===== src/rtl/lut_checker_mc_if.sv =====
// lut_checker_mc_if: stimulus and result bundle between a bench and lut_checker_mc
// master drives enable, tol, exp_valid, exp_data, res_data and observes the results;
// slave (the checker) observes the stimulus and drives err, war, delta, min_delta, max_delta,
// err_cnt, war_cnt, cmp_cnt, first_err_valid, first_err_ch and first_err_idx.
interface lut_checker_mc_if #(
    parameter int NCH = 4,
    parameter int W   = 16,
    parameter int CW  = 16
);
    localparam int DW = W + 1;
    localparam int FW = (NCH > 1) ? $clog2(NCH) : 1;
    logic              enable;
    logic [W-1:0]      tol;
    logic              exp_valid;
    logic [NCH*W-1:0]  exp_data;
    logic [NCH*W-1:0]  res_data;
    logic [NCH-1:0]    err;
    logic [NCH-1:0]    war;
    logic [NCH*DW-1:0] delta;
    logic [NCH*DW-1:0] min_delta;
    logic [NCH*DW-1:0] max_delta;
    logic [NCH*CW-1:0] err_cnt;
    logic [NCH*CW-1:0] war_cnt;
    logic [CW-1:0]     cmp_cnt;
    logic              first_err_valid;
    logic [FW-1:0]     first_err_ch;
    logic [CW-1:0]     first_err_idx;

    modport master (
        output enable, tol, exp_valid, exp_data, res_data,
        input  err, war, delta, min_delta, max_delta, err_cnt, war_cnt, cmp_cnt,
               first_err_valid, first_err_ch, first_err_idx
    );

    modport slave (
        input  enable, tol, exp_valid, exp_data, res_data,
        output err, war, delta, min_delta, max_delta, err_cnt, war_cnt, cmp_cnt,
               first_err_valid, first_err_ch, first_err_idx
    );
endinterface


===== src/rtl/lut_checker_mc.sv =====
// lut_checker_mc: multi-channel fixed-point result checker with latency alignment and statistics
// clk: clock; arst: asynchronous active-high reset; srst: synchronous active-high clear.
// bus (slave): enable gates compares, tol is the warning tolerance in LSBs, exp_valid/exp_data are
// delayed LAT cycles to line up with res_data. Results: per-channel err/war/delta of the last compare,
// signed min/max delta, saturating err/war counts, cmp_cnt and capture of the first error.
module lut_checker_mc #(
    parameter int NCH = 4,
    parameter int W   = 16,
    parameter int LAT = 2,
    parameter int CW  = 16
) (
    input logic             clk,
    input logic             arst,
    input logic             srst,
    lut_checker_mc_if.slave bus
);
    localparam int DW = W + 1;
    localparam int FW = (NCH > 1) ? $clog2(NCH) : 1;
    localparam logic [CW-1:0] CMAX = '1;

    logic             d_valid;
    logic [NCH*W-1:0] d_data;
    logic             fire;
    logic [NCH-1:0]   err_n;
    logic [FW-1:0]    ch_n;
    logic             init;
    logic [CW-1:0]    cmp_cnt;
    logic             first_valid;
    logic [FW-1:0]    first_ch;
    logic [CW-1:0]    first_idx;

    // Only the valid bits are reset; stale data behind a cleared valid is never compared.
    generate
        if (LAT == 0) begin : g_direct
            assign d_valid = bus.exp_valid;
            assign d_data  = bus.exp_data;
        end else begin : g_delay
            logic [LAT-1:0]   v;
            logic [NCH*W-1:0] d [LAT];
            always_ff @(posedge clk or posedge arst)
                if (arst) v <= '0;
                else if (srst) v <= '0;
                else v <= LAT'({v, bus.exp_valid});
            always_ff @(posedge clk) begin
                d[0] <= bus.exp_data;
                for (int i = 1; i < LAT; i++) d[i] <= d[i-1];
            end
            assign d_valid = v[LAT-1];
            assign d_data  = d[LAT-1];
        end
    endgenerate

    assign fire = d_valid && bus.enable;

    genvar k;
    for (k = 0; k < NCH; k++) begin : g_ch
        logic [W-1:0]  e, r;
        logic [DW-1:0] dn, mag, dq, mn, mx;
        logic          wn, eq, wq;
        logic [CW-1:0] ec, wc;
        assign e  = d_data[k*W +: W];
        assign r  = bus.res_data[k*W +: W];
        assign dn = {e[W-1], e} - {r[W-1], r};
        // dn lies in [-(2^W-1), 2^W-1], so its negation always fits in DW bits
        assign mag      = dn[W] ? -dn : dn;
        assign err_n[k] = mag > {1'b0, bus.tol};
        assign wn       = (mag != '0) && !err_n[k];
        always_ff @(posedge clk or posedge arst)
            if (arst) {eq, wq, dq, mn, mx, ec, wc} <= '0;
            else if (srst) {eq, wq, dq, mn, mx, ec, wc} <= '0;
            else if (fire) begin
                eq <= err_n[k];
                wq <= wn;
                dq <= dn;
                if (!init || $signed(dn) < $signed(mn)) mn <= dn;
                if (!init || $signed(dn) > $signed(mx)) mx <= dn;
                ec <= (ec == CMAX) ? ec : ec + CW'(err_n[k]);
                wc <= (wc == CMAX) ? wc : wc + CW'(wn);
            end
        assign bus.err[k]                 = eq;
        assign bus.war[k]                 = wq;
        assign bus.delta[k*DW +: DW]      = dq;
        assign bus.min_delta[k*DW +: DW]  = mn;
        assign bus.max_delta[k*DW +: DW]  = mx;
        assign bus.err_cnt[k*CW +: CW]    = ec;
        assign bus.war_cnt[k*CW +: CW]    = wc;
    end

    // Scanning downwards leaves the lowest erroring channel in ch_n.
    always_comb begin
        ch_n = '0;
        for (int i = NCH - 1; i >= 0; i--) if (err_n[i]) ch_n = FW'(i);
    end

    always_ff @(posedge clk or posedge arst)
        if (arst) {init, cmp_cnt, first_valid, first_ch, first_idx} <= '0;
        else if (srst) {init, cmp_cnt, first_valid, first_ch, first_idx} <= '0;
        else if (fire) begin
            init    <= 1'b1;
            cmp_cnt <= (cmp_cnt == CMAX) ? cmp_cnt : cmp_cnt + CW'(1);
            if (!first_valid && |err_n) begin
                first_valid <= 1'b1;
                first_ch    <= ch_n;
                first_idx   <= cmp_cnt;
            end
        end

    assign bus.cmp_cnt         = cmp_cnt;
    assign bus.first_err_valid = first_valid;
    assign bus.first_err_ch    = first_ch;
    assign bus.first_err_idx   = first_idx;
endmodule


===== src/flat_wrapper.sv =====
// flat-port wrapper written by rule: the top's interface ports become plain ports
module lut_checker_mc_flat 
#(
    parameter int NCH = 4,
    parameter int W   = 16,
    parameter int LAT = 2,
    parameter int CW  = 16
)
  (clk, arst, srst, bus_enable, bus_tol, bus_exp_valid, bus_exp_data, bus_res_data, bus_err, bus_war, bus_delta, bus_min_delta, bus_max_delta, bus_err_cnt, bus_war_cnt, bus_cmp_cnt, bus_first_err_valid, bus_first_err_ch, bus_first_err_idx);
  lut_checker_mc_if #(.NCH(NCH), .W(W), .CW(CW)) bus_i ();
  input logic clk;
  input logic arst;
  input logic srst;
  input wire logic [$bits(bus_i.enable)-1:0] bus_enable;
  input wire logic [$bits(bus_i.tol)-1:0] bus_tol;
  input wire logic [$bits(bus_i.exp_valid)-1:0] bus_exp_valid;
  input wire logic [$bits(bus_i.exp_data)-1:0] bus_exp_data;
  input wire logic [$bits(bus_i.res_data)-1:0] bus_res_data;
  output wire logic [$bits(bus_i.err)-1:0] bus_err;
  output wire logic [$bits(bus_i.war)-1:0] bus_war;
  output wire logic [$bits(bus_i.delta)-1:0] bus_delta;
  output wire logic [$bits(bus_i.min_delta)-1:0] bus_min_delta;
  output wire logic [$bits(bus_i.max_delta)-1:0] bus_max_delta;
  output wire logic [$bits(bus_i.err_cnt)-1:0] bus_err_cnt;
  output wire logic [$bits(bus_i.war_cnt)-1:0] bus_war_cnt;
  output wire logic [$bits(bus_i.cmp_cnt)-1:0] bus_cmp_cnt;
  output wire logic [$bits(bus_i.first_err_valid)-1:0] bus_first_err_valid;
  output wire logic [$bits(bus_i.first_err_ch)-1:0] bus_first_err_ch;
  output wire logic [$bits(bus_i.first_err_idx)-1:0] bus_first_err_idx;
  assign bus_i.enable = bus_enable;
  assign bus_i.tol = bus_tol;
  assign bus_i.exp_valid = bus_exp_valid;
  assign bus_i.exp_data = bus_exp_data;
  assign bus_i.res_data = bus_res_data;
  assign bus_err = bus_i.err;
  assign bus_war = bus_i.war;
  assign bus_delta = bus_i.delta;
  assign bus_min_delta = bus_i.min_delta;
  assign bus_max_delta = bus_i.max_delta;
  assign bus_err_cnt = bus_i.err_cnt;
  assign bus_war_cnt = bus_i.war_cnt;
  assign bus_cmp_cnt = bus_i.cmp_cnt;
  assign bus_first_err_valid = bus_i.first_err_valid;
  assign bus_first_err_ch = bus_i.first_err_ch;
  assign bus_first_err_idx = bus_i.first_err_idx;
  lut_checker_mc #(.NCH(NCH), .W(W), .LAT(LAT), .CW(CW)) u_core (.clk(clk), .arst(arst), .srst(srst), .bus(bus_i));
endmodule

===== config.mk =====
export PLATFORM = sky130hd
export DESIGN_NAME = lut_checker_mc_flat
export DESIGN_NICKNAME = d
export VERILOG_FILES = /design/src/rtl/lut_checker_mc_if.sv /design/src/rtl/lut_checker_mc.sv /design/src/flat_wrapper.sv
export SDC_FILE = /design/constraint.sdc
export NUM_CORES = 1
export LEC_CHECK = 0
export ABC_CLOCK_PERIOD_IN_PS = 13230
export CAP_MARGIN = 20
export CELL_PAD_IN_SITES_DETAIL_PLACEMENT = 0
export CELL_PAD_IN_SITES_GLOBAL_PLACEMENT = 1
export CORE_UTILIZATION = 30
export CTS_CLUSTER_SIZE = 25
export DETAILED_ROUTE_END_ITERATION = 6
export HOLD_SLACK_MARGIN = 0.03
export PLACE_DENSITY_LB_ADDON = 0.1
export SYNTH_ARGS = -nofsm -noshare
export SYNTH_HDL_FRONTEND = slang
export SYNTH_SLANG_ARGS = --single-unit

===== constraint.sdc =====
create_clock -name clk -period 13.23 [get_ports clk]
set_clock_uncertainty 0.2 [all_clocks]
set_input_delay 2.646 -clock clk [delete_from_list [all_inputs] [get_ports clk]]
set_output_delay 2.646 -clock clk [all_outputs]
set_load 0.01 [all_outputs]

# Word-level counts from Yosys, hierarchy flattened
# Memories as Yosys holds them, arrays and structs flattened.
# Cells that the tools add are included.
[totals]
register_bits = 378
mem_bits_rw = 128
inputBits = 149
out_inout_bits = 375
word_cells = 230
n_memories = 1
[memory_table]
columns = ["memory", "words", "word_bits", "read_ports", "rd_clocked_by_memory_dff", "wr", "line_no", "source"]
rows = [
  ["u_core.g_delay.d", 2, 64, 2, 0, 2, "lut_checker_mc.sv:39", "logic [NCH*W-1:0] d [LAT];"],
]
[classes]
addsub = 17
n_lt_le_gt_ge = 12
n_eq_ne = 18
n_mux = 95
reduce_logical = 53
[ops]
columns = ["operator", "count"]
rows = [
  ["$mux 17", 36],
  ["$mux 16", 30],
  ["$eq 16x16->1 const B", 9],
  ["$add 16x1->16", 8],
  ["$gt 17x16->1", 4],
  ["$gt 17x17->1", 4],
  ["$lt 17x17->1", 4],
  ["$neg 17->17", 4],
  ["$reduce_bool 17->1", 4],
  ["$sub 16x16->17", 4],
  ["$reduce_and 2->1", 18],
  ["$mux 1", 21],
  ["$reduce_bool 2->1", 10],
  ["$ne 2x2->1 const B", 9],
  ["$add 16x1->16 const B", 1],
  ["$mux 2", 8],
  ["$logic_or 1x1->1", 8],
  ["$logic_and 1x1->1", 6],
  ["$logic_not 1->1", 6],
  ["$reduce_or 4->1", 1],
]

# Longest topological paths before layout
[logic_depth]
word_depth = 11
depth_mapped = 30
mapped_depth_nobuf = 29

# Worst setup path after synthesis
# No wires, ideal clock.
[synth_path]
path_type = "input-to-reg"
start = "input port bus_res_data[0]"
end = "register u_core.g_ch[0].wc[9]"
setup_ns = 0.078
arrival_time_ns = 7.745
required_ns = 12.952
path_slack_ns = 5.207
stages = 26
path_buffers = 0
cell_sequence = "ha_1 > inv_1 > fa_1 > xnor2_1 > inv_2 > nor3_1 > o21ai_0 > and4b_1 > nand3_1 > o21ai_0 > xnor2_1 > ha_1 > a21o_1 > a21o_1 > a21o_1 > a221oi_1 > o21ai_0 > a31oi_2 > inv_1 > nor2_1 > ha_1 > nand2_1 > nor2_1 > nand2_1 > or3_1 > a21oi_1"
[synth_via]
elab_chain_cells = 10
word_cells_on_any_way = 11
cone_classes = "add/sub: 3; order compare: 1; mux: 4; reduce/logical: 3"
[synth_lines]
columns = ["item", "line_no", "source"]
rows = [
  ["start: declaration", "flat_wrapper.sv:18", "input wire logic [$bits(bus_i.res_data)-1:0] bus_res_data;"],
  ["$sub 16x16->17 (*)", "lut_checker_mc.sv:63", "assign dn = {e[W-1], e} - {r[W-1], r};"],
  ["$neg 17->17", "lut_checker_mc.sv:65", "assign mag = dn[W] ? -dn : dn;"],
  ["$mux 17 (*)", "lut_checker_mc.sv:65", ""],
  ["$gt 17x16->1", "lut_checker_mc.sv:66", "assign err_n[k] = mag > {1'b0, bus.tol};"],
  ["$logic_not 1->1", "lut_checker_mc.sv:67", "assign wn = (mag != '0) && !err_n[k];"],
  ["$logic_and 1x1->1 (*)", "lut_checker_mc.sv:67", ""],
  ["$add 16x1->16 (*)", "lut_checker_mc.sv:78", "wc <= (wc == CMAX) ? wc : wc + CW'(wn);"],
  ["$mux 16 (*)", "lut_checker_mc.sv:78", ""],
  ["$mux 16 (*)", "lut_checker_mc.sv:71", "else if (fire) begin"],
  ["$mux 16 (*)", "lut_checker_mc.sv:70", "else if (srst) {eq, wq, dq, mn, mx, ec, wc} <= '0;"],
  ["end signal: assignment", "lut_checker_mc.sv:78", ""],
  ["end: declaration", "lut_checker_mc.sv:60", "logic [CW-1:0] ec, wc;"],
]
# Every way passes the cells marked *; elsewhere a longest branch is shown, timed or not. The select of a mux whose other input is x is not followed.
# A chain may end at the register's enable or synchronous reset.

# Worst setup path after layout
[layout_path]
start = "input port bus_res_data[0]"
end = "register u_core.g_ch[0].wc[14]"
# Same word-level chain as after synthesis.

==> flow_metrics.py <==
metrics = {
    "place": {
        "port_buffers": 523,
        "gp_congestion": 0.8076,
        "dp_hpwl_mm": 81.58,
    },
    "logic_synthesis": {
        "synthFlopType": "dfrtp_1",
        "syn_avg_cell_area_um2": 9.282,
        "synthArstFlopShare_pct": 74.70,
        "synthCells": 3217,
        "synth-edff-count": 0,
        "yosys_register_bits": 506,
        "yosysWarnings": 0,
        "synth_cell_types": 125,
        "syn-num-nets": 3644,
        "syn-cell-area_um2": 29860,
        "seq_area_frac_synth_pct": 40.26,
    },
    "floorplan": {
        "die_x_um": 317.5,
        "die_area_um2": 100800,
        "fp.dieH_um": 317.5,
        "ioPinCount": 524,
        "core_area_um2": 98560,
        "start_util_pct": 30.30,
        "fp-row-count": 115,
    },
    "global_route": {
        "grt_max_degree": 155,
        "first_global_vias": 25212,
        "grtUsageTotal_pct": 21.03,
        "grt_overflow_total": 0,
        "grt_use_met1_pct": 27.64,
        "busiest_layer": "met2",
        "met2_usage_pct": 34.43,
        "grt_pass1_wl_mm": 162.1,
        "grt_util_met3_pct": 4.643,
        "grt_antenna_before_repair": 6,
    },
    "worst_setup_path": {
        "cp.arrival_ns": 9.45,
        "cpMaxStageDelayCell": "xnor2_1",
        "critPathKind": "in -> reg",
        "reg2reg_depth": 27,
        "worst_ep_required_time_ns": 13.60,
        "end_kind": "register",
        "cp_max_fo": 6,
        "slowest_delay_ns": 0.63,
        "worst_setup_path_start_kind": "input pin",
    },
    "clocking": {
        "cts_tree": "built",
        "clockBufferDepth": 3,
        "clk_pin_slew_ns": 0.06,
        "cts_setup_buffers": 0,
        "post_cts_resized": 0,
        "cts_buffers": 67,
        "cts.htree.levels": 3,
        "worstSkewPairLatency_ns": 0.64,
        "clockRootBuffer": "clkbuf_16",
        "cts_hold_buffers": 0,
        "clock_sinks": 506,
    },
    "finish": {
        "fillCellCount": 9967,
        "drive_above_1_share_pct": 6.964,
        "multiInputGateArea_um2": 16160,
        "area_growth_pct": 29.71,
        "final_util_pct": 39.30,
        "seqCellArea_um2": 12020,
        "final_common_cell": "clkdlybuf4s50_1",
        "layout_common_cells": "522 x clkdlybuf4s50_1, 378 x dfrtp_1, 337 x nor2_1, 310 x inv_1, 274 x ha_1",
        "finalNetCount": 4163,
    },
    "outcome": {
        "status": "completed",
    },
    "timing": {
        "min_period_ns": 9.087,
        "rsz0062_at_grt": "no",
        "hold_slack_ns": 0.1185,
        "maxSlewViolCount": 0,
        "hold_viol": 0,
        "setup_violations": 0,
        "finalCritPeriodShare_pct": 68.69,
        "tightest_slew_ns": 0.9906,
        "slew_headroom_pct": 33.49,
        "fmax_mhz": 110.0,
        "tns_ns": 0,
    },
    "hold_path": {
        "min_path_type": "reg -> reg",
        "whs_path_depth": 0,
    },
    "power_and_ir_drop": {
        "max-vdd-ir-drop_uv": 85.65,
        "powerDensity_nw_per_um2": 123.6,
        "leakagePower_nw": 16.63,
    },
    "job": {
        "cap_violations": 0,
    },
    "drt": {
        "antenna_left": 0,
        "drt_pass1_iterations": 5,
        "wl_per_cell_um": 21.12,
        "totalWireLength_mm": 107.3,
        "viasPerCell": 4.973,
        "drc": 0,
        "via_count": 25264,
        "drt_iter0_markers": 1237,
    },
}
## per-layer routing
layer,part of all wire [%],wire length [um]
met5,0.021,23
met4,2.8,2963
met3,4.9,5255
met2,47,49930
met1,46,49120
## synth_stat cells (all sizes together), types with 11 or more instances
library cell / count / area share [%]
a21boi: 12 / 0.30
o2bb2ai: 47 / 1.4
a21oi: 150 / 2.5
nor3: 59 / 1.1
and3: 33 / 0.70
o211ai: 15 / 0.42
nand2: 231 / 2.9
o21a: 21 / 0.53
nor2b: 27 / 0.57
and2: 19 / 0.41
xor2: 104 / 3.1
a22o: 54 / 1.6
a31oi: 24 / 0.59
dfxtp: 128 / 8.6
mux2i: 28 / 0.94
inv: 315 / 4.0
o31ai: 12 / 0.32
a211o: 16 / 0.47
or2: 11 / 0.23
a211oi: 50 / 1.3
nor2: 343 / 4.4
o2111ai: 15 / 0.46
a21o: 77 / 1.9
dfrtp: 378 / 32
buf: 36 / 0.72
mux2: 30 / 1.1
xnor2: 102 / 3.0
clkbuf: 76 / 1.1
nand4: 53 / 1.1
or3: 35 / 0.73
nand2b: 22 / 0.46
nand3: 113 / 1.9
o21ai: 115 / 2.0
ha: 274 / 11
nor4: 25 / 0.68
## worst max-delay path, delay by kind of cell
family / cells / cell delay [ns]
and+or+nand+nor: 8 / 2.04
xor gates and xnor gates: 2 / 0.78
AOI/OAI and AO/OA: 9 / 2.06
adders and majority gates: 4 / 1.03
buffers and inverters: 4 / 0.89
## stage by stage
stage | instances | worst slack (ns) | total power, mW | cell area [um^2]
final | 5080 | 4.143 | 4.789 | 38730
after global placement | 4953 | 3.670 | 3.012 | 36530
after detailed placement | 4953 | 3.526 | 3.008 | 36530
after CTS | 5077 | 4.206 | 4.871 | 38720
after global routing | 5079 | 3.592 | 5.073 | 38730
after floorplan | 3217 | 5.207 | 2.525 | 29860
## where the power goes
part / switching (mW) / internal [mW] / total [mW] / leakage (nW)
logic: 0.797 / 0.532 / 1.33 / 9.25
clock network: 0.757 / 1.06 / 1.82 / 1.08
registers: 0.0429 / 1.60 / 1.64 / 6.31
## cells by family after synthesis
family / synth area share [%]
adder cells (fa/ha/maj): 11.82
XOR/XNOR: 6.118
AO/OA/AOI/OAI: 17.23
multiplexers: 2.070
AND/OR/NAND/NOR: 16.76
flip-flops: 40.26
buffers and inverters: 5.749
## area by class of cell
cell class	count	area share, %
Tap cell	1287	4.157
Timing Repair Buffer	562	14.35
Multi-Input combinational cell	2283	41.72
Sequential cell	506	31.04
Clock buffer	99	5.191
Clock inverter	25	0.4652
Inverter	316	3.072
Antenna cell	2	0.01292
## path summary, 6_finish.rpt
kind                                              start                 endpoint  slack (ns)
max in group asynchronous                          arst     u_core.g_ch[0].mx[2]        8.33
worst max register to register  u_core.g_delay.d[0][64]    u_core.g_ch[0].wc[14]        6.30
worst max-delay path                    bus_res_data[0]    u_core.g_ch[0].wc[14]        4.14
worst min register to register  u_core.g_delay.d[0][31]  u_core.g_delay.d[0][95]        0.12
worst min-delay path            u_core.g_delay.d[0][31]  u_core.g_delay.d[0][95]        0.12
min in group asynchronous                          arst     u_core.g_ch[2].dq[5]        2.38
## sequential cells by signal (all words and copies together) (netlist names)
signal	cells
u_core.g_delay.d	128
u_core.g_ch.dq	68
u_core.g_ch.mn	68
u_core.g_ch.mx	68
u_core.g_ch.ec	64
u_core.g_ch.wc	64
u_core.bus.cmp_cnt	16
u_core.bus.first_err_idx	16
u_core.g_ch.eq	4
u_core.g_ch.wq	4
u_core.bus.first_err_ch	2
u_core.g_delay.v	2
u_core.bus.first_err_valid	1
u_core.init	1
(Power assumes the default switching activity.)
